==> src/rtl/ex_muldiv_unit.sv <==
// Iterative 32-step multiply/divide unit for the EX stage; writes HI/LO and
// holds the front of the pipeline while an operation is in flight.
module ex_muldiv_unit #(
  parameter int WIDTH = 32,
  parameter int STEPS = 32
) (
  input  logic             clk,
  input  logic             rst,
  input  logic             MD_Start,
  input  logic [1:0]       MD_Op,
  input  logic [WIDTH-1:0] MD_DatoA,
  input  logic [WIDTH-1:0] MD_DatoB,
  input  logic             MD_WrHI,
  input  logic             MD_WrLO,
  output logic             MD_Stall,
  output logic             MD_Done,
  output logic [WIDTH-1:0] MD_HI,
  output logic [WIDTH-1:0] MD_LO
);

  localparam int CW = $clog2(STEPS);
  localparam logic [CW-1:0] LAST_STEP = CW'(STEPS - 1);

  localparam logic [1:0] S_IDLE = 2'd0;
  localparam logic [1:0] S_BUSY = 2'd1;
  localparam logic [1:0] S_DONE = 2'd2;

  logic [1:0]         state_q, state_d;
  logic [CW-1:0]      count_q, count_d;
  logic [2*WIDTH-1:0] acc_q, acc_d;
  logic [WIDTH-1:0]   opb_q, opb_d;
  logic [WIDTH-1:0]   araw_q, araw_d;
  logic               is_div_q, is_div_d;
  logic               neg_res_q, neg_res_d;
  logic               neg_rem_q, neg_rem_d;
  logic               dbz_q, dbz_d;
  logic [WIDTH-1:0]   hi_q, hi_d;
  logic [WIDTH-1:0]   lo_q, lo_d;
  logic               done_q, done_d;

  logic               sign_a_s, sign_b_s;
  logic [WIDTH-1:0]   abs_a_s, abs_b_s;
  logic [WIDTH:0]     mult_sum_s;
  logic [WIDTH:0]     div_shift_s, div_trial_s;
  logic [2*WIDTH-1:0] mult_next_s, div_next_s, step_s, prod_s;
  logic [WIDTH-1:0]   res_hi_s, res_lo_s;

  // Operand magnitudes and result signs captured at Start
  always_comb begin
    sign_a_s = ~MD_Op[0] & MD_DatoA[WIDTH-1];
    sign_b_s = ~MD_Op[0] & MD_DatoB[WIDTH-1];
    if (sign_a_s) begin
      abs_a_s = '0 - MD_DatoA;
    end else begin
      abs_a_s = MD_DatoA;
    end
    if (sign_b_s) begin
      abs_b_s = '0 - MD_DatoB;
    end else begin
      abs_b_s = MD_DatoB;
    end
  end

  // One shift-add (multiply) or restoring shift-subtract (divide) iteration.
  // Multiply: acc = {partial product, remaining multiplier}; divide: acc = {remainder, quotient}.
  always_comb begin
    if (acc_q[0]) begin
      mult_sum_s = {1'b0, acc_q[2*WIDTH-1:WIDTH]} + {1'b0, opb_q};
    end else begin
      mult_sum_s = {1'b0, acc_q[2*WIDTH-1:WIDTH]};
    end
    mult_next_s = {mult_sum_s, acc_q[WIDTH-1:1]};
    div_shift_s = acc_q[2*WIDTH-1:WIDTH-1];
    div_trial_s = div_shift_s - {1'b0, opb_q};
    if (!div_trial_s[WIDTH]) begin
      div_next_s = {div_trial_s[WIDTH-1:0], acc_q[WIDTH-2:0], 1'b1};
    end else begin
      div_next_s = {div_shift_s[WIDTH-1:0], acc_q[WIDTH-2:0], 1'b0};
    end
    if (is_div_q) begin
      step_s = div_next_s;
    end else begin
      step_s = mult_next_s;
    end
  end

  // Sign correction of the final iteration; divide-by-zero overrides the datapath
  always_comb begin
    if (neg_res_q) begin
      prod_s = '0 - step_s;
    end else begin
      prod_s = step_s;
    end
    if (!is_div_q) begin
      res_hi_s = prod_s[2*WIDTH-1:WIDTH];
      res_lo_s = prod_s[WIDTH-1:0];
    end else if (dbz_q) begin
      res_hi_s = araw_q;
      res_lo_s = {WIDTH{1'b1}};
    end else begin
      res_lo_s = prod_s[WIDTH-1:0];
      if (neg_rem_q) begin
        res_hi_s = '0 - step_s[2*WIDTH-1:WIDTH];
      end else begin
        res_hi_s = step_s[2*WIDTH-1:WIDTH];
      end
    end
  end

  // Control FSM: Start is accepted in IDLE and DONE, HI/LO writes only when not BUSY
  always_comb begin
    state_d   = state_q;
    count_d   = count_q;
    acc_d     = acc_q;
    opb_d     = opb_q;
    araw_d    = araw_q;
    is_div_d  = is_div_q;
    neg_res_d = neg_res_q;
    neg_rem_d = neg_rem_q;
    dbz_d     = dbz_q;
    hi_d      = hi_q;
    lo_d      = lo_q;
    done_d    = 1'b0;
    case (state_q)
      S_IDLE, S_DONE: begin
        if (MD_Start) begin
          state_d   = S_BUSY;
          count_d   = LAST_STEP;
          is_div_d  = MD_Op[1];
          neg_res_d = sign_a_s ^ sign_b_s;
          neg_rem_d = sign_a_s;
          dbz_d     = MD_Op[1] & (MD_DatoB == '0);
          araw_d    = MD_DatoA;
          if (MD_Op[1]) begin
            acc_d = {{WIDTH{1'b0}}, abs_a_s};
            opb_d = abs_b_s;
          end else begin
            acc_d = {{WIDTH{1'b0}}, abs_b_s};
            opb_d = abs_a_s;
          end
        end else begin
          state_d = S_IDLE;
          if (MD_WrHI) begin
            hi_d = MD_DatoA;
          end else begin
            hi_d = hi_q;
          end
          if (MD_WrLO) begin
            lo_d = MD_DatoA;
          end else begin
            lo_d = lo_q;
          end
        end
      end
      S_BUSY: begin
        acc_d = step_s;
        if (count_q == '0) begin
          state_d = S_DONE;
          done_d  = 1'b1;
          hi_d    = res_hi_s;
          lo_d    = res_lo_s;
        end else begin
          count_d = count_q - CW'(1);
        end
      end
      default: begin
        state_d = S_IDLE;
      end
    endcase
  end

  // State registers; reset aborts any operation and clears HI/LO
  always_ff @(posedge clk) begin
    if (rst) begin
      state_q   <= S_IDLE;
      count_q   <= '0;
      acc_q     <= '0;
      opb_q     <= '0;
      araw_q    <= '0;
      is_div_q  <= 1'b0;
      neg_res_q <= 1'b0;
      neg_rem_q <= 1'b0;
      dbz_q     <= 1'b0;
      hi_q      <= '0;
      lo_q      <= '0;
      done_q    <= 1'b0;
    end else begin
      state_q   <= state_d;
      count_q   <= count_d;
      acc_q     <= acc_d;
      opb_q     <= opb_d;
      araw_q    <= araw_d;
      is_div_q  <= is_div_d;
      neg_res_q <= neg_res_d;
      neg_rem_q <= neg_rem_d;
      dbz_q     <= dbz_d;
      hi_q      <= hi_d;
      lo_q      <= lo_d;
      done_q    <= done_d;
    end
  end

  assign MD_Stall = (state_q == S_BUSY) |
                    (((state_q == S_IDLE) | (state_q == S_DONE)) & MD_Start);
  assign MD_Done  = done_q;
  assign MD_HI    = hi_q;
  assign MD_LO    = lo_q;

endmodule

==> config.mk <==
export PLATFORM = sky130hd
export DESIGN_NAME = ex_muldiv_unit
export DESIGN_NICKNAME = d
export VERILOG_FILES = /design/src/rtl/ex_muldiv_unit.sv
export SDC_FILE = /design/constraint.sdc
export NUM_CORES = 1
export LEC_CHECK = 0
export CAP_MARGIN = 20
export CORE_MARGIN = 2
export CORE_UTILIZATION = 55
export CTS_CLUSTER_SIZE = 16
export DETAILED_ROUTE_END_ITERATION = 7
export HOLD_SLACK_MARGIN = 0.03
export PLACE_DENSITY_LB_ADDON = 0.12
export SLEW_MARGIN = 20
export SYNTH_ARGS = -nofsm -noshare
export SYNTH_HDL_FRONTEND = slang
export SYNTH_SLANG_ARGS = --single-unit
==> constraint.sdc <==
create_clock -name clk -period 5.7 [get_ports clk]
set_input_delay 0.57 -clock clk [delete_from_list [all_inputs] [get_ports clk]]
set_output_delay 0.57 -clock clk [all_outputs]
set_load 0.1 [all_outputs]
# --- Yosys cells after proc, flatten, opt, wreduce, memory -nomap -nowiden ---
# Index checks and enable logic that the tools add are counted.
op_classes:
  n_addsub: 7
  n_eq_ne: 8
  muxes: 30
  bitwise: 9
  n_reduce_logical: 11
op_table:
  columns: ["op", "n"]
  rows:
  - ["2-to-1 mux 32 bit", 15]
  - ["2-to-1 mux 64 bit", 4]
  - ["one-hot mux 32 bit (2 select lines)", 2]
  - ["one-hot mux 64 bit (2 select lines)", 1]
  - ["subtractor 1 x 32 -> 32 bit, first input constant", 3]
  - ["subtractor 1 x 64 -> 64 bit, first input constant", 1]
  - ["adder 32 x 32 -> 33 bit", 1]
  - ["2-to-1 mux 33 bit", 1]
  - ["subtractor 33 x 32 -> 33 bit", 1]
  - ["zero test 32 bit", 1]
  - ["!= test 2 bit, second input constant", 6]
  - ["2-to-1 mux 5 bit", 2]
  - ["one-hot mux 5 bit (2 select lines)", 1]
  - ["AND reduction 4 bit", 2]
  - ["zero test 5 bit", 1]
  - ["subtractor 5 x 1 -> 5 bit, second input constant", 1]
  - ["bitwise AND 1 bit", 4]
  - ["one-hot mux 2 bit (2 select lines)", 1]
  - ["AND reduction 2 bit", 2]
  - ["OR reduction 2 bit", 2]
  - ["AND reduction 3 bit", 1]
  - ["== test 2 x 1 -> 1 bit, second input constant", 1]
  - ["== test 2 bit, second input constant", 1]
  - ["zero test 2 bit", 1]
  - ["other kinds (6)", 9]
totals:
  register_bits: 204
  input_bits: 71
  output_inout_bits: 66
  word_cells: 77

# --- Logic depth before layout (Yosys ltp) ---
depth:
  ltp_word: 9
  ltp_mapped: 26
  depth_no_buf: 24

# --- Worst setup path before layout ---
# No wires, ideal clock.
synth_timing:
  path_type: "register -> register"
  from: "register is_div_q"
  to: "register hi_q[26] (netlist: MD_HI[26])"
  setup_ns: 0.086
  arrival_time_ns: 5.791
  required_ns: 5.614
  setup_slack_ns: -0.176
  stages_incl_launch_ff: 23
  n_path_buf: 10
  period_less_slack_ns: 5.876
  cell_sequence: "dfxtp_1 clkbuf_1 buf_2 buf_1 clkbuf_1 buf_2 buf_2 buf_2 clkbuf_1 buf_2 buf_1 mux2i_1 ha_1 o211ai_1 or2_2 or2_2 or2_0 nor3_1 nand3_1 o41ai_1 mux2i_1 o211ai_1 a211oi_1"
synth_via:
  elab_chain_cells: 7
  elab_cells_between_ends: 9
  cone_classes: "add/sub (2); mux (7)"
synth_rtl:
  columns: ["element", "line", "source"]
  rows:
  - ["from (decl)", "33", "logic is_div_q, is_div_d;"]
  - ["from (signal assigned)", "193", "is_div_q <= is_div_d;"]
  - ["2-to-1 mux 64 bit", "80", "if (is_div_q) begin"]
  - ["subtractor 1 x 32 -> 32 bit", "103", "res_hi_s = '0 - step_s[2*WIDTH-1:WIDTH];"]
  - ["2-to-1 mux 32 bit", "102", "if (neg_rem_q) begin"]
  - ["2-to-1 mux 32 bit", "97", "end else if (dbz_q) begin"]
  - ["2-to-1 mux 32 bit (*)", "94", "if (!is_div_q) begin"]
  - ["2-to-1 mux 32 bit (*)", "157", "if (count_q == '0) begin"]
  - ["one-hot mux 32 bit (2 select lines) (*)", "124", "case (state_q)"]
  - ["to (signal assigned)", "197", "hi_q <= hi_d;"]
  - ["to (decl)", "37", "logic [WIDTH-1:0] hi_q, hi_d;"]
# Every way passes the cells marked *; elsewhere a longest branch is shown, timed or not. The select of a mux whose other input is x is not followed.
# A chain may end at the register's enable or synchronous reset.

# --- Final worst setup path ---
layout_timing:
  from: "register acc_q[31]"
  to: "register hi_q[28] (netlist: MD_HI[28])"
layout_via:
  elab_chain_cells: 9
  elab_cells_between_ends: 11
  cone_classes: "add/sub (3); mux (8)"
layout_rtl:
  columns: ["element", "line", "source"]
  rows:
  - ["from (decl)", "30", "logic [2*WIDTH-1:0] acc_q, acc_d;"]
  - ["from (signal assigned)", "177", "acc_q <= '0;"]
  - ["from (signal assigned)", "190", "acc_q <= acc_d;"]
  - ["subtractor 33 x 32 -> 33 bit", "74", "div_trial_s = div_shift_s - {1'b0, opb_q};"]
  - ["2-to-1 mux 64 bit", "75", "if (!div_trial_s[WIDTH]) begin"]
  - ["2-to-1 mux 64 bit (*)", "80", null]
  - ["subtractor 1 x 32 -> 32 bit", "103", null]
  - ["2-to-1 mux 32 bit", "102", null]
  - ["2-to-1 mux 32 bit", "97", null]
  - ["2-to-1 mux 32 bit (*)", "94", null]
  - ["2-to-1 mux 32 bit (*)", "157", null]
  - ["one-hot mux 32 bit (2 select lines) (*)", "124", null]
# Marks and branches as above.

==> results.cfg <==
[pwr]
vdd_drop_max_mv = 0.237
p_leak_uw = 0.00763
cellPowerDensity_mw_per_mm2 = 288

[yosys]
synthTopCellsByCount = 353 x nand2_1, 292 x nor2_1, 258 x a21oi_1
synth_edf_count = 0
synth.most_common_cell = nand2_1
yosysUniqueCellTypes = 91
synth_compound_area_frac = 0.310
synth-main-ff-cell = dfxtp_1
synthMuxAreaShare = 0.0300
yosysTopAreaCell = dfxtp_1
ys_ff_latch = 204
syn_nets = 2689
yosys.area_share.xor_xnor = 0.0879
async_reset_ff_frac = 0
yosys.area_share.adder = 0.0508
synth_area_leaders = dfxtp_1 23%, nand2_1 7.3%, a21oi_1 7.2%
synth_top_family_by_area = compound AO/OA/AOI/OAI gates
synth-seq-area-share = 0.226
synth_area_mm2 = 0.0180
syn-instance-count = 2546
synth_warnings = 0
synth_simple_gate_area_share = 0.240
synth_top_area_frac = 0.226
syn_area_per_cell_um2 = 7.08

[grt]
grtUsageMet3 = 0.114
grt_pass1_vias = 19300
grt_first_pass_wirelength_mm = 118
met2_usage = 0.701
met1_usage = 0.569
grt.total_usage = 0.458
antenna_found_initial = 1
top_usage_layer = met2
grt_max_degree = 85
overflow = 0

[cells_and_area]
diodes = 0
drive_above_1_share = 0.0749
final_cell_area_mm2 = 0.0208
area_growth_pct = 15.3
nets = 2754

[detailed_routing]
drt_pass1_iterations = 7
drt_iter0_markers = 3103
vias = 21000
drc = 0
drtAntennaViolNets = 0
wl_mm = 80.3
vias_per_cell = 6.85
post_drt_wl_per_cell_um = 26.1

[floorplan]
die_w_um = 185
start_util = 0.556
die_area_mm2 = 0.0343
die_y_um = 185
io_pins = 137
core_mm2 = 0.0325
rows = 66

[timing]
fmax_ghz = 0.187
max_slew.worst_pin.slew_ps = 1210
setup_viol = 0
period_minus_slack_ps = 5360
finalHoldViolCount = 0
tns_ps = 0
finClkSkew_ps = 24.9
slew_headroom = 0.186
slew_viol_final = 0
fin_crit_sh = 0.940
fin_ws_ps = 340

[outcome]
status = finished, final reports clean

[placement]
postPlaceCellArea_mm2 = 0.0199
gp_congestion = 1.03
pre_cts_ws_ps = 106
dp_hpwl_mm = 61.1
port_buffers = 136

[clock_tree]
cts_setup_buffers = 0
clock_path_buffers = 3
clockRootBuffer = clkbuf_16
h-tree-depth = 1
clock_latency_ps = 550
cts_tree = yes
cts_inserted_buffers = 24
path_clk_slew_ps = 60
numClockSinks = 204

[critical_path]
start_kind = flip-flop
cp.arrival_ps = 5740
cp_max_fo = 9
cp_data_required_time_ps = 6080
crit_type = reg2reg
end_kind = flip-flop

[worst_hold_path]
hold_path.class = in2reg

[run]
cap_violations = 0
-- metal layers --
metal / up-vias / routed length, um
met2: 1444 / 34300
met5: - / 13
met4: 2 / 6700
li1: 9420 / -
met3: 369 / 9790
met1: 9797 / 29400
-- worst paths after layout --
check / from / endpoint / slack, ps / cells past startpoint
min reg2reg: araw_q[28] / araw_q[28] / 450 / 2
max reg2reg: acc_q[31] / MD_HI[28] / 340 / 23
max: acc_q[31] / MD_HI[28] / 340 / 23
min: rst / count_q[2] / 420 / 2
-- critical path, cell delays in order, from the launching register on --
cell and delay, ps:
dfxtp_1 350, inv_1 90, ha_1 170, inv_1 60, fa_1 410, a211oi_1 230
buf_4 180, nor3_2 60, o21ai_2 210, a211oi_2 140, or4_4 520, a211oi_2 240
a311oi_1 100, inv_1 100, ha_1 230, nand2_1 90, or3_1 340, o211ai_1 210
and2_2 350, nand2_2 210, nor4_4 360, mux2_1 350, nor2_1 90, o32ai_1 110
-- per-stage QoR --
step	std cells	total power [uW]	utilization	hold WS, ps
after detailed placement	3027	4190	0.613	443
after global routing	3071	6170	0.641	462
after floorplan	2546	3350	-	431
final	3071	6000	0.641	425
after global placement	3026	4160	0.613	441
after CTS	3071	5880	0.640	424
-- sequential cells by signal, summed over array words and instances (netlist names), 2 cells and up --
name,flops
acc_q,64
MD_HI,32
MD_LO,32
araw_q,32
opb_q,32
count_q,5
state_q,2
-- cell families after synthesis --
logic type	count (synthesis)
AOI/OAI and AO/OA	836
xor gates and xnor gates	181
adders and majority gates	72
buffers and inverters	251
DFF	204
muxes	52
and+or+nand+nor	950
-- area by class of cell --
type                    count  area [um2]
clock inverters             6         111
well taps                 442         553
clock buffers              38         754
fillers                  2977       11700
flip-flops and latches    204        4090
multi-input cells        2091       13000
repair buffers            218        1990
inverters                  72         270
-- timing repair --
item,4_1_cts,5_1_grt
setup endpoints to repair,0,14
gates resized for setup,0,10
hold buffers,0,0
-- layout by cell type, fill, tap and decap left out, types with 21 or more instances in the layout --
cell	Yosys	final
nand2_1	353	353
nor2_1	292	289
a21oi_1	258	257
dfxtp_1	204	203
clkdlybuf4s50_1	0	134
o21ai_0	121	121
xnor2_1	109	109
buf_4	2	81
inv_1	72	72
nor3_1	72	72
xor2_1	72	72
ha_1	70	69
o211ai_1	60	60
a211oi_1	52	52
a311oi_1	44	44
a22oi_1	42	42
nand3_1	38	37
mux2i_1	36	36
nand4_1	33	33
a31oi_1	28	28
a21o_1	27	27
o31ai_1	25	25
clkbuf_16	0	25
o21a_1	24	24
or3_1	24	24
nand2b_1	23	21
-- where the power goes --
group | total, uW | internal, uW | switching, uW
logic | 2620 | 785 | 1830
registers | 1660 | 1540 | 111
clock network | 1720 | 1040 | 680
Note: power is estimated with default switching activity, not from simulation.
